`src/rtl/rv32m_muldiv.sv`:
```
`timescale 1ns/1ps
// rv32m_muldiv: iterative RV32M multiply/divide unit.
// Produces one result bit per RUN cycle, using shift-add for multiply and
// restoring division for divide. Every op takes a fixed 34 edges from the
// start edge to done.
// Ports:
//   clk, rst_n   rising-edge clock, async active-low reset
//   start        op request, sampled only while busy=0
//   funct3       0 MUL,1 MULH,2 MULHSU,3 MULHU,4 DIV,5 DIVU,6 REM,7 REMU
//   a, b         rs1 / rs2 operands
//   busy         op in flight (PREP/RUN/FIX)
//   done         one-cycle result-valid pulse
//   result       registered result, held until the next done
module rv32m_muldiv #(
  parameter int unsigned XLEN = 32
) (
  input  logic            clk,
  input  logic            rst_n,
  input  logic            start,
  input  logic [2:0]      funct3,
  input  logic [XLEN-1:0] a,
  input  logic [XLEN-1:0] b,
  output logic            busy,
  output logic            done,
  output logic [XLEN-1:0] result
);

  localparam int unsigned CW = 5;
  localparam int unsigned AW = 2 * XLEN;

  typedef enum logic [1:0] {S_IDLE, S_PREP, S_RUN, S_FIX} state_t;

  state_t            state;
  state_t            next_state;
  logic              busy_d;
  logic              done_d;

  logic [2:0]        op;
  logic [XLEN-1:0]   a_q;
  logic [XLEN-1:0]   b_q;
  logic [XLEN-1:0]   mag_a;
  logic [XLEN-1:0]   mag_b;
  logic              neg_q;
  logic              neg_r;
  logic [AW-1:0]     acc;
  logic [CW-1:0]     cnt;

  // Operand decode from the latched op
  logic              is_div;
  logic              sa;
  logic              sb;
  logic [XLEN-1:0]   abs_a;
  logic [XLEN-1:0]   abs_b;

  always_comb begin
    is_div = op[2];
    sa     = a_q[XLEN-1] & ((op == 3'd1) | (op == 3'd2) | (op == 3'd4) | (op == 3'd6));
    sb     = b_q[XLEN-1] & ((op == 3'd1) | (op == 3'd4) | (op == 3'd6));
    // Magnitudes viewed as unsigned, so |0x80000000| stays 0x80000000.
    abs_a  = sa ? XLEN'(-a_q) : a_q;
    abs_b  = sb ? XLEN'(-b_q) : b_q;
  end

  // One iteration step for each algorithm; acc holds {hi, lo}.
  // Multiply: hi = running partial product, lo = remaining multiplier bits.
  // Divide:   hi = partial remainder,      lo = dividend shifting into quotient.
  logic [XLEN:0]     mul_sum;
  logic [AW-1:0]     mul_next;
  logic [XLEN:0]     div_shift;
  logic              div_fits;
  logic [XLEN-1:0]   div_rem;
  logic [AW-1:0]     div_next;

  always_comb begin
    mul_sum   = {1'b0, acc[AW-1:XLEN]} + {1'b0, (acc[0] ? mag_a : XLEN'(0))};
    mul_next  = {mul_sum, acc[XLEN-1:1]};
    div_shift = {acc[AW-1:XLEN], acc[XLEN-1]};
    div_fits  = div_shift >= {1'b0, mag_b};
    div_rem   = div_fits ? XLEN'(div_shift - {1'b0, mag_b}) : div_shift[XLEN-1:0];
    div_next  = {div_rem, acc[XLEN-2:0], div_fits};
  end

  // Final sign fix and result select, with divide-by-zero forced here
  logic [AW-1:0]     prod_fix;
  logic [XLEN-1:0]   quo_fix;
  logic [XLEN-1:0]   rem_fix;
  logic [XLEN-1:0]   fix_val;

  always_comb begin
    prod_fix = neg_q ? AW'(-acc) : acc;
    quo_fix  = neg_q ? XLEN'(-acc[XLEN-1:0]) : acc[XLEN-1:0];
    rem_fix  = neg_r ? XLEN'(-acc[AW-1:XLEN]) : acc[AW-1:XLEN];
    case (op)
      3'd0:          fix_val = prod_fix[XLEN-1:0];
      3'd1, 3'd2,
      3'd3:          fix_val = prod_fix[AW-1:XLEN];
      3'd4, 3'd5:    fix_val = (b_q == XLEN'(0)) ? {XLEN{1'b1}} : quo_fix;
      default:       fix_val = (b_q == XLEN'(0)) ? a_q : rem_fix;
    endcase
  end

  // State register
  always_ff @(posedge clk or negedge rst_n) begin
    if (!rst_n) state <= S_IDLE;
    else        state <= next_state;
  end

  // Next-state and registered-output decode
  always_comb begin
    next_state = state;
    done_d     = 1'b0;
    case (state)
      S_IDLE: if (start) next_state = S_PREP;
      S_PREP: next_state = S_RUN;
      S_RUN:  if (cnt == CW'(XLEN - 1)) next_state = S_FIX;
      S_FIX: begin
        next_state = S_IDLE;
        done_d     = 1'b1;
      end
      default: next_state = S_IDLE;
    endcase
    busy_d = (next_state != S_IDLE);
  end

  // Datapath and output registers
  always_ff @(posedge clk or negedge rst_n) begin
    if (!rst_n) begin
      op     <= 3'd0;
      a_q    <= '0;
      b_q    <= '0;
      mag_a  <= '0;
      mag_b  <= '0;
      neg_q  <= 1'b0;
      neg_r  <= 1'b0;
      acc    <= '0;
      cnt    <= '0;
      busy   <= 1'b0;
      done   <= 1'b0;
      result <= '0;
    end else begin
      busy <= busy_d;
      done <= done_d;
      case (state)
        S_IDLE: begin
          if (start) begin
            op  <= funct3;
            a_q <= a;
            b_q <= b;
          end
        end
        S_PREP: begin
          mag_a <= abs_a;
          mag_b <= abs_b;
          neg_q <= sa ^ sb;
          neg_r <= sa;
          cnt   <= '0;
          acc   <= is_div ? {XLEN'(0), abs_a} : {XLEN'(0), abs_b};
        end
        S_RUN: begin
          acc <= is_div ? div_next : mul_next;
          cnt <= cnt + CW'(1);
        end
        S_FIX: result <= fix_val;
        default: ;
      endcase
    end
  end

endmodule

```
`config.mk`:
```
export PLATFORM = sky130hd
export DESIGN_NAME = rv32m_muldiv
export DESIGN_NICKNAME = d
export VERILOG_FILES = /design/src/rtl/rv32m_muldiv.sv
export SDC_FILE = /design/constraint.sdc
export NUM_CORES = 1
export LEC_CHECK = 0
export BUFFER_PORTS_ARGS = -buffer_cell sky130_fd_sc_hd__buf_2
export CORE_AREA = 10 10 181 183
export CTS_CLUSTER_SIZE = 10
export DETAILED_ROUTE_END_ITERATION = 10
export DIE_AREA = 0 0 191 193
export GPL_TIMING_DRIVEN = 1
export MAX_ROUTING_LAYER = met4
export PLACE_DENSITY = 0.81
export SLEW_MARGIN = 30
export SYNTH_ARGS = -nofsm -noshare
export SYNTH_HDL_FRONTEND = slang
export SYNTH_SLANG_ARGS = --single-unit
```
`constraint.sdc`:
```
create_clock -name clk -period 3.7 [get_ports clk]
set_input_delay 0 -clock clk [delete_from_list [all_inputs] [get_ports clk]]
set_output_delay 0 -clock clk [all_outputs]
set_load 0.1 [all_outputs]
```
==> qor.csv <==
metric,value,unit
outcome,completed,
final net count,2374,
DRC,0,
CP endpoint kind,register,
post-route ant nets,0,
fill count,2170,
max-cap violation count,0,
Ports,104,
Chip Width,191,um
Setup TNS,0,ns
WS Path Type,register to register,
Synth async-reset ratio,100,%
CP Data Required Time,4.18,ns
layout cells sized above 1,19.5,%
DR vias/cell,6.87,
total grt overflow,0,
Min-Delay Path Class,input port to asynchronous set/reset pin,
Area Overhead vs Synth,17.1,%
Post-DP HPWL,50800,um
vias in the first global route,17843,
Synth Instances,2028,
hold slack,0.0699,ns
Final setup viols,0,
Rel. slew slack,31.7,%
"Slowest-stage cell, CP",or4_1,
Root Buffer,clkbuf_16,
clk_lat worst skew,0.61,ns
ys flop type,dfrtp_1,
Max Clk Rate,284,MHz
max-slew violation count,0,
first-pass GRT wire length,108000,um
clk slew on worst S/H paths,0.07,ns
"area leader, netlist",dfrtp_1,
Worst path max stage delay,0.70,ns
via count,18092,
row cnt,63,
core area,0.0292,sq mm
post-synthesis cell type count,85,
antenna violations before repair,1,
"most used cell, CP",or4_1,
DR WL/cell,27.2,um
Starting Density,61.8,%
synth top area cells,"dfrtp_1 (33%), mux2_2 (6.9%), xnor2_1 (6.2%)",
CTS max path bufs,3,
Post-Route WL,71700,um
H-tree levels,1,
worst-path fanout max,7,
count of final hold-check violations,0,
drt first-iter violations,2778,
startpoint types,register,
largest net degree at the start of global routing,106,
syn_area_per_cell,8.91,sq um
Synth top area share,33.0,%
Final Skew,0.0738,ns
RSZ-0062 raised after global routing,no,
Synth warnings,0,
sequence of cells on the critical path,"or4_1, or4_1, nor3_2, and2_1, nor2_1, xor2_1, mux4_2, nand2_1, o21ai_1",
Syn Nets,2175,
min Tclk post-route,3.52,ns
Seq cells post-synth,238,
slew at the pin with the worst max-slew slack,1.02,ns
IO buf count,103,
"Arr. time, crit path",4.00,ns
CTS buffer count,30,
crit share post-route,95.3,%
height of the chip,193,um
Sink Count,238,
GRT Overall Usage,39.4,%
GPL Wtd Cong,1.02,
Post-synth EDFFs,0,
full die area,0.0369,sq mm
flop-to-flop setup slack,0.18,ns
post-synthesis sequential area ratio,33.0,%
Post-Syn Area,0.0181,sq mm
TritonRoute pass-1 iters,7,
CTS tree,yes,
-- metal layers --
layer / GRT usage, % / vias up / part of all wire [%]
met2: 59.3 / 1365 / 44
met4: 17.8 / 0 / 5.9
li1: - / 7725 / -
met5: - / - / 0
met1: 48.9 / 8631 / 38
met3: 10.5 / 371 / 12
-- cells by family after synthesis --
family | synth area share [%]
AOI/OAI and AO/OA | 19.6
xor gates and xnor gates | 9.60
adders and majority gates | 5.41
buffers and inverters | 4.75
DFF | 33.0
muxes | 11.8
and+or+nand+nor | 15.9
-- repair_timing --
item,in CTS,in global routing
hold buffers,69,0
gates resized for setup,0,4
setup buffers,0,0
hold endpoints to repair,171,0
setup endpoints to repair,0,5
-- Yosys cell counts, types with 5 or more instances --
cell type  instances
a211oi_1          20
a21boi_0           6
a21o_1            25
a21oi_1          119
a221oi_1           9
a22oi_1            6
a31oi_1           16
a41oi_1            6
and2_1            38
and3_1            12
buf_1             14
buf_2             11
clkbuf_1          90
dfrtp_1          238
ha_1              75
inv_1            106
mux2_2           111
mux2i_1           27
mux4_2            25
nand2_1          177
nand2b_1          17
nand3_1           46
nand4_1           18
nor2_1           165
nor2b_1           14
nor3_1            22
nor4_1            11
o211ai_1          19
o21a_1             9
o21ai_0          146
o21ai_1           17
o21bai_1          11
o221ai_1          24
o22ai_1           14
o31a_1             6
o31ai_1           27
o41ai_1           12
or3_1             15
or4_1             15
or4_4              5
xnor2_1          127
xor2_1            71
-- area by class of cell --
cell class / count / area [sq um] / area share [%]
Antenna cell: 2 / 5.00 / 0.0237
Clock buffer: 40 / 798 / 3.77
Clock inverter: 7 / 87.6 / 0.414
Inverter: 108 / 405 / 1.92
Multi-Input combinational cell: 1566 / 11300 / 53.4
Sequential cell: 238 / 5960 / 28.2
Tap cell: 390 / 488 / 2.31
Timing Repair Buffer: 283 / 2110 / 9.96
-- placed cells by master (no fill, tap or decap), types with 22 or more instances in the layout --
| cell type | count |
|---|---|
| mux2_2 | 111 |
| xnor2_1 | 127 |
| dfrtp_1 | 234 |
| inv_1 | 106 |
| nor2_1 | 164 |
| and2_1 | 38 |
| o31ai_1 | 27 |
| o21ai_0 | 146 |
| mux4_2 | 25 |
| o221ai_1 | 24 |
| mux2i_1 | 27 |
| a21o_1 | 25 |
| ha_1 | 71 |
| clkbuf_16 | 30 |
| buf_4 | 107 |
| nor3_1 | 22 |
| a21oi_1 | 119 |
| xor2_1 | 71 |
| buf_2 | 102 |
| dlygate4sd3_1 | 69 |
| nand3_1 | 46 |
| nand2_1 | 176 |
-- state kept, by name, indices dropped and copies added, names as in the netlist --
register,flops
a_q,32
acc,64
b_q,32
busy,1
cnt,5
done,1
mag_a,32
mag_b,32
neg_q,1
neg_r,1
op,3
result,32
state,2
-- critical path, delay by kind of cell, from the launching register on --
kind / cells / cell delay, ns
AND/OR/NAND/NOR: 6 / 2.17
flip-flops: 1 / 0.48
multiplexers: 1 / 0.48
XOR/XNOR: 1 / 0.20
AO/OA/AOI/OAI: 1 / 0.07
-- through the flow --
step	worst slack (ns)	util, %	std cells	cell area [sq um]
after floorplan	0.466	-	2028	18100
after global placement	0.313	66.8	2515	19500
after detailed placement	0.219	66.8	2515	19500
after CTS	0.172	72.1	2631	21100
after global routing	0.0198	72.3	2634	21200
final	0.175	72.3	2634	21200
-- path summary, 6_finish.rpt --
path                                       start               endpoint  cells after the start
max                           a_q[3]$_DFFE_PN0P_    acc[25]$_DFFE_PN0P_                      9
min                                        rst_n    acc[34]$_DFFE_PN0P_                      2
max reg2reg                   a_q[3]$_DFFE_PN0P_    acc[25]$_DFFE_PN0P_                      9
min reg2reg                mag_a[22]$_DFFE_PN0N_  mag_a[22]$_DFFE_PN0N_                      1
max in group asynchronous                  rst_n  mag_a[18]$_DFFE_PN0N_                      3
min in group clk                           a[29]    a_q[29]$_DFFE_PN0P_                      3
Power is not shown: default switching activity piles up to over one toggle a cycle in this logic, so the estimate is an artifact.
